$ cat config.mk
export PLATFORM = sky130hd
export DESIGN_NAME = ifetch_queue
export DESIGN_NICKNAME = d
export VERILOG_FILES = /design/src/rtl/cpu_types_pkg.sv /design/src/rtl/ifetch_queue.sv
export SDC_FILE = /design/constraint.sdc
export NUM_CORES = 1
export LEC_CHECK = 0
export CELL_PAD_IN_SITES_DETAIL_PLACEMENT = 0
export CELL_PAD_IN_SITES_GLOBAL_PLACEMENT = 1
export CORE_MARGIN = 2
export CORE_UTILIZATION = 49
export DETAILED_ROUTE_END_ITERATION = 8
export DONT_BUFFER_PORTS = 1
export PLACE_DENSITY = 0.73
export SLEW_MARGIN = 40
export SYNTH_ARGS = -nofsm -noshare
export SYNTH_HDL_FRONTEND = slang
export SYNTH_SLANG_ARGS = --single-unit
$ cat constraint.sdc
create_clock -name CLK -period 3.82 [get_ports CLK]
set_input_delay 0.764 -clock CLK [delete_from_list [all_inputs] [get_ports CLK]]
set_output_delay 0.764 -clock CLK [all_outputs]
set_load 0.05 [all_outputs]
$ cat src/rtl/cpu_types_pkg.sv
// Shared CPU datapath types: machine word and the fetch-queue entry layout.
package cpu_types_pkg;

  typedef logic [31:0] word_t;

  typedef struct packed {
    word_t instr;
    word_t pc;
    word_t npc;
  } ifq_entry_t;

endpackage

$ cat src/rtl/ifetch_queue.sv
// Instruction fetch queue: decouples I-memory hits from decode with a DEPTH-entry
// circular buffer; one-cycle capture latency, flush and reset empty the queue.
module ifetch_queue
  import cpu_types_pkg::*;
#(
  parameter int DEPTH = 4
) (
  input  logic                       CLK,
  input  logic                       RST,
  input  word_t                      imemaddr,
  input  word_t                      nPC,
  input  logic                       ihit,
  input  word_t                      imemload,
  output logic                       imemREN,
  output logic                       pcen,
  input  logic                       flush,
  input  logic                       id_ready,
  output logic                       id_valid,
  output word_t                      id_instr,
  output word_t                      id_pc,
  output word_t                      id_npc,
  output logic [$clog2(DEPTH+1)-1:0] count
);

  localparam int PW = $clog2(DEPTH);
  localparam int CW = $clog2(DEPTH + 1);

  ifq_entry_t        entries [DEPTH];
  logic [PW-1:0]     head;
  logic [PW-1:0]     tail;
  logic              full;
  logic              empty;
  logic              enq;
  logic              deq;
  ifq_entry_t        head_entry;

  assign full  = (count == CW'(DEPTH));
  assign empty = (count == '0);

  // Full blocks enqueue even when decode drains the head the same cycle.
  assign enq      = ihit & ~full & ~flush;
  assign deq      = id_valid & id_ready & ~flush;
  assign imemREN  = ~full & ~flush;
  assign pcen     = enq;
  assign id_valid = ~empty;

  assign head_entry = entries[head];
  assign id_instr   = empty ? '0 : head_entry.instr;
  assign id_pc      = empty ? '0 : head_entry.pc;
  assign id_npc     = empty ? '0 : head_entry.npc;

  always_ff @(posedge CLK) begin
    if (RST || flush) begin
      head  <= '0;
      tail  <= '0;
      count <= '0;
    end else begin
      if (enq) tail <= tail + PW'(1);
      if (deq) head <= head + PW'(1);
      case ({enq, deq})
        2'b10:   count <= count + CW'(1);
        2'b01:   count <= count - CW'(1);
        default: count <= count;
      endcase
    end
  end

  // Storage is never cleared; the pointers and count decide what is live.
  always_ff @(posedge CLK) begin
    if (enq) begin
      entries[tail] <= '{instr: imemload, pc: imemaddr, npc: nPC};
    end
  end

endmodule
# [Word-level counts from Yosys, hierarchy flattened]
# Memories as Yosys holds them, arrays and structs flattened. A register that Yosys moved wholly into a read port is not among the register bits.
# Cells that the tools add are included.
[op_classes] addsub=4 n_eq_ne=3 mux=8 n_bitwise=8 reduce_logical=3
[ops] cell="$mux 32" count=3
[ops] cell="$pmux 3 s2" count=1
[ops] cell="$and 1x1->1" count=5
[ops] cell="$add 2x1->2 const B" count=2
[ops] cell="$mux 2" count=2
[ops] cell="$add 3x1->3 const B" count=1
[ops] cell="$eq 3x3->1 const B" count=1
[ops] cell="$logic_not 3->1" count=1
[ops] cell="$not 1->1" count=3
[ops] cell="$sub 3x1->3 const B" count=1
[ops] cell="$eq 2x1->1 const B" count=1
[ops] cell="$eq 2x2->1 const B" count=1
[ops] cell="$mux 1" count=2
[ops] cell="$reduce_bool 2->1" count=1
[ops] cell="$logic_or 1x1->1" count=1
[totals] regBits=7 ramBits=384 inputBits=101 out_inout_bits=102 wordCells=30 memories=1
[mem_list] memory="entries" words=4 word_bits=96 rd=1 rd_ports_with_merged_regs=1 wr=1 line="ifetch_queue.sv:28" text="ifq_entry_t entries [DEPTH];"

# [Logic depth before layout (Yosys ltp)]
[logic_depth] word_depth=6 mapped_depth=10 depth_no_buf=9

# [Worst setup path after synthesis]
# Ideal clock, no wire load.
[synth_timing] kind="register to register" start="register count[0]" end="memory entries[0][0] (netlist bit), enable pin" setup_ns=0.466 arrival_ns=3.421 required_time_ns=3.354 path_slack_ns=-0.067 stages_incl_launch_ff=4 n_path_buf=1 path_cell_list="dfxtp_1 -> or3b_1 -> clkbuf_1 -> and3_1"
[synth_between] elab_chain_len=6
[synth_lines] item="from (decl)" line="ifetch_queue.sv:22" text="output logic [$clog2(DEPTH+1)-1:0] count"
[synth_lines] item="from (signal assigned)" line="ifetch_queue.sv:61" text="2'b10: count <= count + CW'(1);"
[synth_lines] item="from (signal assigned)" line="ifetch_queue.sv:62" text="2'b01: count <= count - CW'(1);"
[synth_lines] item="from (signal assigned)" line="ifetch_queue.sv:63" text="default: count <= count;"
[synth_lines] item="$eq 3x3->1" line="ifetch_queue.sv:37" text="assign full = (count == CW'(DEPTH));"
[synth_lines] item="$not 1->1" line="ifetch_queue.sv:41" text="assign enq = ihit & ~full & ~flush;"
[synth_lines] item="$and 1x1->1 (2 in series)" line="ifetch_queue.sv:41"
[synth_lines] item="$mux 1" line="ifetch_queue.sv:70" text="if (enq) begin"
[synth_lines] item="$mux 1 (not written as such)" line="ifetch_queue.sv:71" text="entries[tail] <= '{instr: imemload, pc: imemaddr, npc: nPC};"
[synth_lines] item="to (decl)" line="ifetch_queue.sv:28"
# No other way between the ends.

# [Worst setup path after layout]
[layout_timing] start="register count[0]" end="output port id_pc[3]"
[layout_between] elab_chain_len=2
[layout_lines] item="$logic_not 3->1" line="ifetch_queue.sv:38" text="assign empty = (count == '0);"
[layout_lines] item="$mux 32" line="ifetch_queue.sv:49" text="assign id_pc = empty ? '0 : head_entry.pc;"
[layout_lines] item="to (decl)" line="ifetch_queue.sv:20" text="output word_t id_pc,"
# No other way between the ends.

==> reports/qor.yml <==
status:
  run_status: "completed"
route:
  final_antenna_net_count: 0
  finalWirelength_um: 26800
  drt-pass1-iter-count: 5
  vias: 6311
  wl_per_cell_um: 24.0
  drc: 0
  vias_per_cell: 5.67
  drt_first_iter_violations: 283
clocking:
  cts-root-buf: "clkbuf_16"
  cts_resized: 0
  postCtsSetupRepairBufs: 0
  clk_pin_slew_ns: 0.06
  clock-sinks: 393
  cts_made_buffers: 41
  postCtsHoldBufs: 0
  clk_latency_ns: 0.51
  h-tree-depth: 2
  clockBufferDepth: 3
  cts_tree: "done"
finish:
  antenna_cells: 0
  drive_gt1_share_pct: 24.1
  utilization_pct: 55.2
  syn_to_final_growth_pct: 11.8
  fin_cells: 1113
  nets: 797
sta:
  drv_slew: 0
  fin_crit_ns: 3.34
  fin_setup_tns_ns: 0
  rsz0062_at_grt: "false"
  final-hold-violation-count: 0
  fin_crit_sh_pct: 87.5
  tightest_slew_ns: 0.686
  slew_headroom_pct: 54.2
  fmax_ghz: 0.299
  setup_violations: 0
  fin_worst_skew_ns: 0.0166
placed_design:
  place_congestion: 0.733
  dp_hpwl_um: 15800
  place.port_buffers: 0
  dp_cells: 1041
synthesis:
  netlist_area_um2: 15000
  synthTopCellsByArea: "edfxtp_1, mux4_2, and2_1, dfxtp_1, clkbuf_1"
  netlist_instances: 665
  synthFlopType: "edfxtp_1"
  synth_cell_type_count: 27
  syn_nets: 772
  synth_area_per_cell_um2: 22.5
  synth_warnings: 0
  synth_sequential_area_ratio_pct: 78.2
  synth_edf_count: 384
  async_reset_ff_share_pct: 0
  synth.top_cell.area_share_pct: 77.0
  synth_area_leader_cell: "edfxtp_1"
  ys_ff_latch: 393
power_and_ir_drop:
  pwr_density_cell_nw_per_um2: 516
  ir_drop_v: 0.000403
  p_leak_nw: 5.15
setup_path:
  slowest_stage: "dfxtp_1"
  r2r_setup_slack_ns: 0.85
  crit_type: "reg -> out"
  end_kind: "primary output"
  cp_data_required_time_ns: 3.06
  cp.arrival_ns: 2.58
  worst_r2r_endpoint: "count[2]"
  r2r-start: "count[2]"
  path_max_fanout: 50
  r2r_cells: 9
  crit_path_max_incr_delay_ns: 0.76
  startpoint: "count[0]"
  worst_setup_path_start_kind: "flip-flop"
  cp_common_cell: "buf_12"
  path_cells: "or3_4 > buf_12 > buf_12 > and2_1"
  setup.worst_path.end: "id_pc[3]"
grt:
  grt_max_degree: 98
  gr-total-overflow: 0
  grtUsageTotal_pct: 16.9
  antenna_found_initial: 0
  grt_pass1_vias: 6986
  grt_pass1_wl_um: 40000
run:
  drv_cap: 0
worst_hold_path:
  hold_class: "in -> reg"
floorplan:
  core_area_um2: 30300
  die-area_um2: 32000
  placementRows: 64
  die_h_um: 179
  num_io_pins: 203
  start_util_pct: 49.4
  die_w_um: 179
[final cells by class]
| cell class | instances | area, um2 |
|---|---|---|
| repair buffers | 17 | 240 |
| multi-input cells | 231 | 3070 |
| clock buffers | 52 | 1090 |
| inverters | 6 | 22.5 |
| clock inverters | 18 | 110 |
| flip-flops and latches | 393 | 11700 |
| fillers | 2227 | 13600 |
| well taps | 396 | 495 |
[routing by layer]
layer | track usage, % | wire length (um) | up-vias
li1 | - | - | 2744
met1 | 21.3 | 10300 | 3314
met2 | 27.5 | 13000 | 220
met3 | 7.19 | 3020 | 33
met4 | 3.90 | 418 | 0
met5 | 0 | 0 | -
[worst max-delay path, delay by kind of cell (launching register included)]
family	cells	cell delay, ns
buffers and inverters	2	0.46
flip-flops	1	0.76
AND/OR/NAND/NOR	2	0.80
[flip-flops by register name, summed over array words and instances (netlist names), named ones only]
| register | cells |
|---|---|
| count | 3 |
| entries | 384 |
| tail | 2 |
| head | 2 |
[how the worst min path moves through the flow]
stage | from | end | slack [ns] | cells past startpoint
finish | nPC[21] | entries[0][21] | 0.35 | 0
global route | imemaddr[10] | entries[2][42] | 0.32 | 0
CTS | imemload[8] | entries[1][72] | 0.32 | 0
detailed placement | head[0] | flip-flop | 0.52 | 2
global placement | head[0] | head[0] | 0.52 | 2
floorplan | head[1] | flip-flop | 0.48 | 2
[cells by family after synthesis]
group | Yosys count | synth area share (%)
AO/OA/AOI/OAI | 8 | 0.342
flip-flops | 393 | 78.2
multiplexers | 96 | 14.4
XOR/XNOR | 4 | 0.234
buffers and inverters | 41 | 1.49
adder cells (fa/ha/maj) | 6 | 0.551
AND/OR/NAND/NOR | 117 | 4.78
[through the flow]
step	worst slack, ns	power, mW	area [um2]	hold slack [ns]
6_report	0.476	8.65	16700	0.346
2_1_floorplan	0.874	5.15	15000	0.485
5_1_grt	0.357	8.95	16700	0.318
3_5_place_dp	0.760	5.21	15500	0.522
4_1_cts	0.193	8.74	16700	0.320
3_3_place_gp	0.860	5.20	15500	0.517
[Yosys cell counts (2+ instances only)]
| cell type | instances |
|---|---|
| dfxtp_1 | 9 |
| and2_1 | 96 |
| nor2b_1 | 2 |
| a21oi_1 | 3 |
| xor2_1 | 4 |
| o31ai_1 | 2 |
| clkbuf_1 | 17 |
| or3_1 | 2 |
| mux4_2 | 96 |
| inv_1 | 6 |
| edfxtp_1 | 384 |
| nor2_1 | 8 |
| buf_2 | 11 |
| buf_6 | 5 |
| and3_1 | 4 |
| ha_1 | 5 |
[layout by cell type (no fill, tap or decap), types with 3 or more instances in the layout]
cell type / n
edfxtp_1: 384
mux4_2: 96
and2_1: 96
clkbuf_16: 41
clkinv_1: 10
clkbuf_1: 9
buf_12: 9
nor2_1: 8
buf_4: 8
dfxtp_1: 7
inv_1: 6
ha_1: 5
clkinv_2: 5
and3_4: 4
xor2_1: 4
a21oi_1: 3
[report_power, final]
part           leakage (nW)  switching (mW)  internal [mW]
Combinational         0.999           0.211         0.0862
Sequential             3.56          0.0176           4.80
Clock                 0.588            1.47           2.07
Power figures use the tool's default switching activity.
